$ cat config.mk
export PLATFORM = sky130hd
export DESIGN_NAME = add_round_key_pipe_flat
export DESIGN_NICKNAME = d
export VERILOG_FILES = /design/src/rtl/add_round_key_pipe_if.sv /design/src/rtl/add_round_key_pipe.sv /design/src/flat_wrapper.sv
export SDC_FILE = /design/constraint.sdc
export NUM_CORES = 2
export LEC_CHECK = 0
export CORE_MARGIN = 2
export CORE_UTILIZATION = 62
export CTS_BUF_LIST = sky130_fd_sc_hd__clkbuf_4 sky130_fd_sc_hd__clkbuf_8
export DETAILED_ROUTE_END_ITERATION = 10
export PLACE_DENSITY = 0.82
export SYNTH_ARGS = -nofsm -noshare
export SYNTH_HDL_FRONTEND = slang
export SYNTH_SLANG_ARGS = --single-unit
$ cat constraint.sdc
create_clock -name clk -period 6.16 [get_ports clk]
set_input_delay 0.924 -clock clk [delete_from_list [all_inputs] [get_ports clk]]
set_output_delay 0.924 -clock clk [all_outputs]
set_load 0.03 [all_outputs]
$ cat src/rtl/add_round_key_pipe_if.sv
// Valid/ready stream bundle for the AddRoundKey stage: state words in, keyed words out.
// The stage itself uses the slave view; the producer/consumer side uses the master view.
interface add_round_key_pipe_if #(
  parameter int DATA_W = 128,
  parameter int IDX_W  = 4
);
  logic              in_valid;
  logic              in_ready;
  logic [DATA_W-1:0] in_state;
  logic [IDX_W-1:0]  in_round;
  logic              in_decrypt;
  logic              out_valid;
  logic              out_ready;
  logic [DATA_W-1:0] out_state;
  logic              out_err;

  modport slave (
    input  in_valid, in_state, in_round, in_decrypt, out_ready,
    output in_ready, out_valid, out_state, out_err
  );

  modport master (
    output in_valid, in_state, in_round, in_decrypt, out_ready,
    input  in_ready, out_valid, out_state, out_err
  );
endinterface

$ cat src/rtl/add_round_key_pipe.sv
// Registered AddRoundKey / InvAddRoundKey stage with a round-key bank and a one-deep
// valid/ready output register; bad or missing keys pass the word through and flag out_err.
module add_round_key_pipe #(
  parameter int DATA_W   = 128,
  parameter int NUM_KEYS = 15,
  parameter int IDX_W    = 4
) (
  input  logic              clk,
  input  logic              rst,
  input  logic              key_wr_en,
  input  logic [IDX_W-1:0]  key_wr_idx,
  input  logic [DATA_W-1:0] key_wr_data,
  input  logic              key_clr,
  input  logic [IDX_W-1:0]  cfg_last_idx,
  add_round_key_pipe_if.slave bus
);

  localparam logic [IDX_W:0] NUM_KEYS_W = NUM_KEYS[IDX_W:0];

  logic [DATA_W-1:0]   key_mem [NUM_KEYS];
  logic [NUM_KEYS-1:0] key_valid;
  logic [NUM_KEYS-1:0] key_valid_nxt;

  logic              wr_ok;
  logic [IDX_W-1:0]  eff_idx;
  logic [IDX_W-1:0]  eff_safe;
  logic              range_err;
  logic              wt_hit;
  logic              sel_err;
  logic [DATA_W-1:0] sel_key;
  logic              accept;

  assign wr_ok = key_wr_en && ({1'b0, key_wr_idx} < NUM_KEYS_W);

  // NOTE: every variable written in always_comb gets a default first, so no path leaves it unassigned (no latch).
  always_comb begin
    key_valid_nxt = key_clr ? '0 : key_valid;
    if (wr_ok) key_valid_nxt[key_wr_idx] = 1'b1;
  end

  // NOTE: key storage has no reset; only the valid bits do, which keeps the bank a plain RAM.
  always_ff @(posedge clk) begin
    if (wr_ok) key_mem[key_wr_idx] <= key_wr_data;
  end

  // NOTE: sequential state uses non-blocking assignments so every register samples pre-edge values.
  always_ff @(posedge clk or posedge rst) begin
    if (rst) key_valid <= '0;
    else     key_valid <= key_valid_nxt;
  end

  // Key selection sees this cycle's write/clear, giving write-through to an accepted word.
  assign eff_idx   = bus.in_decrypt ? (cfg_last_idx - bus.in_round) : bus.in_round;
  assign range_err = (bus.in_round > cfg_last_idx) || ({1'b0, cfg_last_idx} >= NUM_KEYS_W);
  assign eff_safe  = range_err ? '0 : eff_idx;
  assign wt_hit    = wr_ok && (key_wr_idx == eff_safe);
  assign sel_err   = range_err || !key_valid_nxt[eff_safe];

  always_comb begin
    sel_key = '0;
    if (!sel_err) sel_key = wt_hit ? key_wr_data : key_mem[eff_safe];
  end

  assign bus.in_ready = !bus.out_valid || bus.out_ready;
  assign accept       = bus.in_valid && bus.in_ready;

  always_ff @(posedge clk or posedge rst) begin
    if (rst) begin
      bus.out_valid <= 1'b0;
      bus.out_state <= '0;
      bus.out_err   <= 1'b0;
    end else if (accept) begin
      bus.out_valid <= 1'b1;
      bus.out_state <= bus.in_state ^ sel_key;
      bus.out_err   <= sel_err;
    end else if (bus.out_ready) begin
      bus.out_valid <= 1'b0;
    end
  end

endmodule

$ cat src/flat_wrapper.sv
// flat-port wrapper written by rule: the top's interface ports become plain ports
module add_round_key_pipe_flat 
#(
  parameter int DATA_W   = 128,
  parameter int NUM_KEYS = 15,
  parameter int IDX_W    = 4
)
  (clk, rst, key_wr_en, key_wr_idx, key_wr_data, key_clr, cfg_last_idx, bus_in_valid, bus_in_state, bus_in_round, bus_in_decrypt, bus_out_ready, bus_in_ready, bus_out_valid, bus_out_state, bus_out_err);
  add_round_key_pipe_if #(.DATA_W(DATA_W), .IDX_W(IDX_W)) bus_i ();
  input  logic clk;
  input  logic rst;
  input  logic key_wr_en;
  input  logic [IDX_W-1:0] key_wr_idx;
  input  logic [DATA_W-1:0] key_wr_data;
  input  logic key_clr;
  input  logic [IDX_W-1:0] cfg_last_idx;
  input wire logic [$bits(bus_i.in_valid)-1:0] bus_in_valid;
  input wire logic [$bits(bus_i.in_state)-1:0] bus_in_state;
  input wire logic [$bits(bus_i.in_round)-1:0] bus_in_round;
  input wire logic [$bits(bus_i.in_decrypt)-1:0] bus_in_decrypt;
  input wire logic [$bits(bus_i.out_ready)-1:0] bus_out_ready;
  output wire logic [$bits(bus_i.in_ready)-1:0] bus_in_ready;
  output wire logic [$bits(bus_i.out_valid)-1:0] bus_out_valid;
  output wire logic [$bits(bus_i.out_state)-1:0] bus_out_state;
  output wire logic [$bits(bus_i.out_err)-1:0] bus_out_err;
  assign bus_i.in_valid = bus_in_valid;
  assign bus_i.in_state = bus_in_state;
  assign bus_i.in_round = bus_in_round;
  assign bus_i.in_decrypt = bus_in_decrypt;
  assign bus_i.out_ready = bus_out_ready;
  assign bus_in_ready = bus_i.in_ready;
  assign bus_out_valid = bus_i.out_valid;
  assign bus_out_state = bus_i.out_state;
  assign bus_out_err = bus_i.out_err;
  add_round_key_pipe #(.DATA_W(DATA_W), .NUM_KEYS(NUM_KEYS), .IDX_W(IDX_W)) u_core (.clk(clk), .rst(rst), .key_wr_en(key_wr_en), .key_wr_idx(key_wr_idx), .key_wr_data(key_wr_data), .key_clr(key_clr), .cfg_last_idx(cfg_last_idx), .bus(bus_i));
endmodule
-- Yosys cells after proc, flatten, opt, wreduce, memory -nomap -nowiden
Memory sizes are Yosys's and may differ from the RTL's.
Index checks and enable logic that the tools add are counted.
- register bits: 145
- memory bits (writable): 1920
- word-level logic and storage cells: 39
- memories: 1
- add/sub/neg operators: 1
- $lt $le $gt $ge: 6
- eq/ne operators: 1
- mux-type cells: 14
- bitwise logic cells: 2
- reduce and logical (&&, ||, !) cells: 10
- memories (name ; depth ; bits a word ; read ports ; clocked after Yosys merged registers in ; wr ports ; RTL line ; source):
    u_core.key_mem ; 15 ; 128 ; 1 ; 0 ; 1 ; add_round_key_pipe.sv:20 ; logic [DATA_W-1:0] key_mem [NUM_KEYS];
- operators with widths (cell ; count):
    128-bit 2-to-1 mux ; 2
    128-bit XOR ; 1
    15-bit 2-to-1 mux ; 2
    15-bit bitwise OR ; 1
    4-bit by 5-bit less-than comparator with 1-bit output, second input constant ; 2
    4-bit 2-to-1 mux ; 2
    1-bit 2-to-1 mux ; 6
    1-bit binary-select mux with 4-bit select ; 1
    1-bit demux with 4-bit select ; 1
    4-bit == test ; 1
    4-bit by 1-bit greater-or-equal comparator with 1-bit output, second input constant ; 1
    4-bit greater-or-equal comparator, second input constant ; 1
    4-bit > comparator ; 1
    1-bit logical AND ; 4
    4-bit less-than comparator, second input constant ; 1
    4-bit subtractor ; 1
    1-bit logical OR ; 3
    1-bit logical NOT ; 2
    2-bit nonzero test ; 1

-- Logic depth before layout (Yosys ltp)
- depth in word-level cells: 12
- depth in mapped cells: 16
- mapped depth without buffers: 13

-- Least setup slack after synthesis
OpenSTA, ideal clock, no wires.
- kind: input-to-reg
- from: input key_wr_idx[2]
- to: register u_core.bus.out_state[97]
- arrival time: 12251 ps
- data required time: 6078 ps
- slack: -6173 ps
- stages on the path: 12
- buffers on the path: 3
- path through: buf_2 > nand3b_1 > nor3b_1 > a21o_1 > a311o_1 > nor3_1 > nor4_2 > nor2_1 > buf_2 > clkbuf_1 > or3_1 > a31oi_1
- longest elaborated chain between the ends: 12
- elaborated cells on any way between the ends: 18
- classes of those cells: order compare: 3; eq/ne: 1; mux: 7; bitwise: 2; reduce/logical: 5
- RTL lines (what ; RTL line ; source):
    start: declaration ; flat_wrapper.sv:13 ; input logic [IDX_W-1:0] key_wr_idx;
    4-bit by 5-bit less-than comparator with 1-bit output (not written as such) / 4-bit by 1-bit greater-or-equal comparator with 1-bit output (equally long branches) ; add_round_key_pipe.sv:38 ; if (wr_ok) key_valid_nxt[key_wr_idx] = 1'b1;
    1-bit logical AND (not written as such) ; add_round_key_pipe.sv:38 ;
    1-bit 2-to-1 mux (not written as such) ; add_round_key_pipe.sv:38 ;
    1-bit demux with 4-bit select ; - ;
    15-bit bitwise OR (no source line) ; - ;
    15-bit 2-to-1 mux * ; add_round_key_pipe.sv:38 ;
    net u_core.key_valid_nxt[9] ; add_round_key_pipe.sv:22 ; logic [NUM_KEYS-1:0] key_valid_nxt;
    1-bit binary-select mux with 4-bit select * ; add_round_key_pipe.sv:57 ; assign sel_err = range_err || !key_valid_nxt[eff_safe];
    1-bit 2-to-1 mux (not written as such) * ; add_round_key_pipe.sv:57 ;
    1-bit logical NOT * ; add_round_key_pipe.sv:57 ;
    1-bit logical OR * ; add_round_key_pipe.sv:57 ;
    128-bit 2-to-1 mux * ; add_round_key_pipe.sv:61 ; if (!sel_err) sel_key = wt_hit ? key_wr_data : key_mem[eff_safe];
    128-bit XOR * ; add_round_key_pipe.sv:74 ; bus.out_state <= bus.in_state ^ sel_key;
    end signal: assignment ; add_round_key_pipe.sv:74 ;
    end: declaration ; add_round_key_pipe_if.sv:19 ; output in_ready, out_valid, out_state, out_err
The timed path passes the listed nets; every way through them passes the cells marked *. The select of a mux whose other input is x is not followed.
A chain may end at the register's enable or synchronous reset.

-- Worst setup path after layout
- from: input cfg_last_idx[0]
- to: register u_core.bus.out_state[35]
- longest elaborated chain between the ends: 9
- elaborated cells on any way between the ends: 16
- classes of those cells: add/sub: 1; order compare: 2; eq/ne: 1; mux: 6; bitwise: 1; reduce/logical: 4; memory: 1
- RTL lines (what ; RTL line ; source):
    start: declaration ; flat_wrapper.sv:16 ; input logic [IDX_W-1:0] cfg_last_idx;
    4-bit subtractor, or another cell as far along ; add_round_key_pipe.sv:53 ; assign eff_idx = bus.in_decrypt ? (cfg_last_idx - bus.in_round) : bus.in_round;
    4-bit 2-to-1 mux / 1-bit logical OR (equally long branches) ; add_round_key_pipe.sv:53, add_round_key_pipe.sv:54 ;
    4-bit 2-to-1 mux ; add_round_key_pipe.sv:55 ; assign eff_safe = range_err ? '0 : eff_idx;
    1-bit binary-select mux with 4-bit select ; add_round_key_pipe.sv:57 ;
    1-bit 2-to-1 mux (not written as such) ; add_round_key_pipe.sv:57 ;
    1-bit logical NOT ; add_round_key_pipe.sv:57 ;
    1-bit logical OR ; add_round_key_pipe.sv:57 ;
    128-bit 2-to-1 mux * ; add_round_key_pipe.sv:61 ;
    128-bit XOR * ; add_round_key_pipe.sv:74 ;
Mark *: on every way between the ends. The rest lies on a longest branch, timed or not. The select of a mux whose other input is x is not followed.

==> impl_metrics.env <==
export IMPL_synth_edf_count=1920
export IMPL_synthArstFlopShare_pct=7.02
export IMPL_viasPerCell=6.83
export IMPL_reg2reg_from="u_core.key_valid[7]"
export IMPL_routed_wl_mm=235
export IMPL_rsz0062_at_grt="false"
export IMPL_clock_sinks=2065
export IMPL_synth_seq_cells=2065
export IMPL_drtIter0Drc=9111
export IMPL_clkSlewWorstSetupHoldPaths_ns=0.06
export IMPL_yosysSeqAreaShare_pct=73.3
export IMPL_grt_max_degree=176
export IMPL_numCtsBuffers=332
export IMPL_area_growth_pct=14.7
export IMPL_critPathKind="input pin to flip-flop"
export IMPL_power_leakage_uw=0.0314
export IMPL_setup_violations=0
export IMPL_wl_per_cell_um=27.5
export IMPL_final_area_mm2=0.0959
export IMPL_cts_root_buf="clkbuf_8"
export IMPL_die_area_mm2=0.138
export IMPL_path_delay_family="buffers and inverters"
export IMPL_synth_cells=6208
export IMPL_dr_pass1_iters=6
export IMPL_grt_pass1_wl_mm=348
export IMPL_grt_antenna_before_repair=35
export IMPL_ios=406
export IMPL_drcViolationCount=0
export IMPL_postCtsSetupBuffers=0
export IMPL_die_w_um=371
export IMPL_grt_usage_pct=33.8
export IMPL_max_freq_ghz=0.218
export IMPL_gp_congestion=0.824
export IMPL_worstPathRequired_ns=7.07
export IMPL_clock_skew_ns=0.0919
export IMPL_syn_nets=6488
export IMPL_vias=58500
export IMPL_crit_buf_inv=6
export IMPL_ctsHoldBuffers=0
export IMPL_worstMarginPinSlew_ns=1.19
export IMPL_r2r_end="u_core.bus.out_state[35]"
export IMPL_syn_avg_cell_area_um2=13.5
export IMPL_numPortBuffers=405
export IMPL_clock_latency_ns=1.05
export IMPL_p_per_area_mw_per_mm2=335
export IMPL_fin_setup_tns_ns=0
export IMPL_htreeDepth=5
export IMPL_start_kind="input pin"
export IMPL_ctsResizeCount=0
export IMPL_grt_ovfl_total=0
export IMPL_path_depth=17
export IMPL_synth_top_area_share_pct=69.0
export IMPL_placed_area_mm2=0.0896
export IMPL_drive_gt1_share_pct=10.3
export IMPL_core_area_mm2=0.134
export IMPL_cp_arrival_ns=5.51
export IMPL_synth_main_ff_cell="edfxtp_1"
export IMPL_endpoint="u_core.bus.out_state[35]"
export IMPL_worstSetupStartpoint="cfg_last_idx[0]"
export IMPL_min_path_type="input pin to async pin"
export IMPL_mappedNetlistArea_mm2=0.0836
export IMPL_timing_slew_headroom_pct=20.3
export IMPL_cp_cell_sequence="clkdlybuf4s50_1 -> inv_1 -> ha_1 -> inv_1 -> fa_1 -> mux2_8 -> o211ai_1 -> buf_4 -> buf_12 -> mux2i_1 -> nor3_1 -> nor3_1 -> nor4_2 -> nor2_4 -> buf_4 -> or3_1 -> a31oi_1"
export IMPL_nNetsFinal=6836
export IMPL_post_route_period_util_pct=74.6
export IMPL_start_util_pct=62.6
export IMPL_ys_types=57
export IMPL_synth_top_area_cell="edfxtp_1"
export IMPL_power_uw=32100
export IMPL_fin_crit_ns=4.59
export IMPL_ff2ff_setup_slack_ns=3.36
export IMPL_final_max_slew_viol_count=0
export IMPL_ir_drop_mv=0.255
export IMPL_status="finished clean"
export IMPL_grt_pass1_vias=57300
export IMPL_cts_tree="built"
export IMPL_critPathMaxFanout=114
export IMPL_finalHoldViolCount=0
export IMPL_dieHeight_um=371
export IMPL_cpPeakStageDelay_ns=0.52
export IMPL_end_kind="flip-flop"
export IMPL_reg2regPathDepth=9
export IMPL_ant_nets=0
export IMPL_crit_slowest_cell="clkdlybuf4s50_1"
export IMPL_nFillCells=8156
export IMPL_clockBufferDepth=4
export IMPL_rows=134
export IMPL_hpwl_mm=116
export IMPL_synthTopCellsByArea="edfxtp_1 69%, dfrtp_1 4.3%, nand2_1 3.5%, o21ai_0 3.4%, a31oi_1 3.2%"
export IMPL_ys_warn_count=0
export IMPL_fin_util_pct=71.8
export IMPL_maxCapViolCount=0
==> state kept, by name (all words and copies together) (netlist names) <==
signal	cells
u_core.key_valid	15
u_core.key_mem	1920
u_core.bus.out_err	1
u_core.bus.out_valid	1
u_core.bus.out_state	128
==> report_power, final <==
group	switching, µW	internal [µW]	total, µW
registers	186	15800	16000
logic	3260	1550	4810
clock network	5170	6190	11400
==> cells in the final DEF (no fill, tap or decap), drive strengths merged, types with 80 or more instances in the layout <==
cell type and n:
dfrtp 145, clkdlybuf4s50 405, nand3 372, clkbuf 479, a21oi 143, edfxtp 1920, o211ai 127, o2111ai 80
mux2i 166, buf 110, or3 127, nor2 460, a221oi 126, nand2 780, a31oi 426, o31a 80
o21ai 562
==> worst register-to-register path: stages, from the launching register on <==
cell and delay, ns:
dfrtp_1 0.35, o2bb2ai_1 0.15, mux2i_1 0.14, o21ai_0 0.22, nor3_1 0.07, a211oi_1 0.62
nor2_4 0.07, buf_4 0.35, or3_1 0.51, a31oi_1 0.22
==> cell usage after synthesis, types with 3 or more instances <==
cell type	instances
nand2_1	780
nor3_1	12
inv_1	10
clkbuf_1	396
a21oi_1	143
a221oi_1	126
nor2_1	458
a211oi_1	5
buf_1	37
o2111ai_1	80
buf_6	7
xnor2_1	3
nand3_1	371
nand3b_1	3
o2bb2ai_1	5
a31oi_1	426
ha_1	4
and3_1	6
o211ai_1	127
dfrtp_1	145
or3_1	127
mux2_2	48
a311oi_1	47
o31a_1	80
o221ai_1	4
nor4_1	3
a21o_1	11
o21ai_0	561
buf_2	58
buf_4	3
nand2b_1	6
mux2i_1	166
edfxtp_1	1920
==> metal layers <==
layer | global-route usage, % | vias up | routed length (µm)
met4 | 14.2 | 24 | 8220
met1 | 45.5 | 28500 | 83900
met2 | 52.8 | 4736 | 111000
met3 | 8.66 | 628 | 32000
li1 | - | 24600 | -
met5 | 0 | - | 187
==> final cells by class <==
class | instances | area [µm²] | area share (%)
tap | 1768 | 2210 | 2.31
antenna | 21 | 52.6 | 0.0548
sequential | 2065 | 61300 | 63.9
inverter | 10 | 42.5 | 0.0444
clock inverter | 77 | 438 | 0.457
timing repair buffer | 515 | 5520 | 5.75
clock buffer | 479 | 5830 | 6.08
multi-input combinational | 3632 | 20500 | 21.4
==> how the worst min path moves through the flow <==
stage                                     from  slack, ns  depth (start not counted)                       end
after global routing                       rst       0.39                          2  u_core.bus.out_state[31]
after floorplan           u_core.key_valid[14]       0.45                          1      u_core.key_valid[14]
after detailed placement  u_core.key_valid[14]       0.47                          1      u_core.key_valid[14]
after CTS                                  rst       0.32                          2  u_core.bus.out_state[39]
after global placement    u_core.key_valid[13]       0.46                          1      u_core.key_valid[13]
final                                      rst       0.36                          2  u_core.bus.out_state[39]
==> kinds of logic after synthesis <==
family          synth area share (%)
xor+xnor                      0.0419
buf+inv                         2.46
mux                             2.63
simple gates                    9.10
flops                           73.3
fa+ha+maj                     0.0838
compound gates                  12.4
==> per-stage QoR <==
stage               hold WS (ns)  setup slack, ns  instances
finish                     0.360             1.57       8567
floorplan                  0.446            -1.29       6208
global route               0.386             1.43       8563
global placement           0.458            0.824       7990
detailed placement         0.467            0.630       7990
CTS                        0.316             1.70       8546
Power figures use the tool's default switching activity.
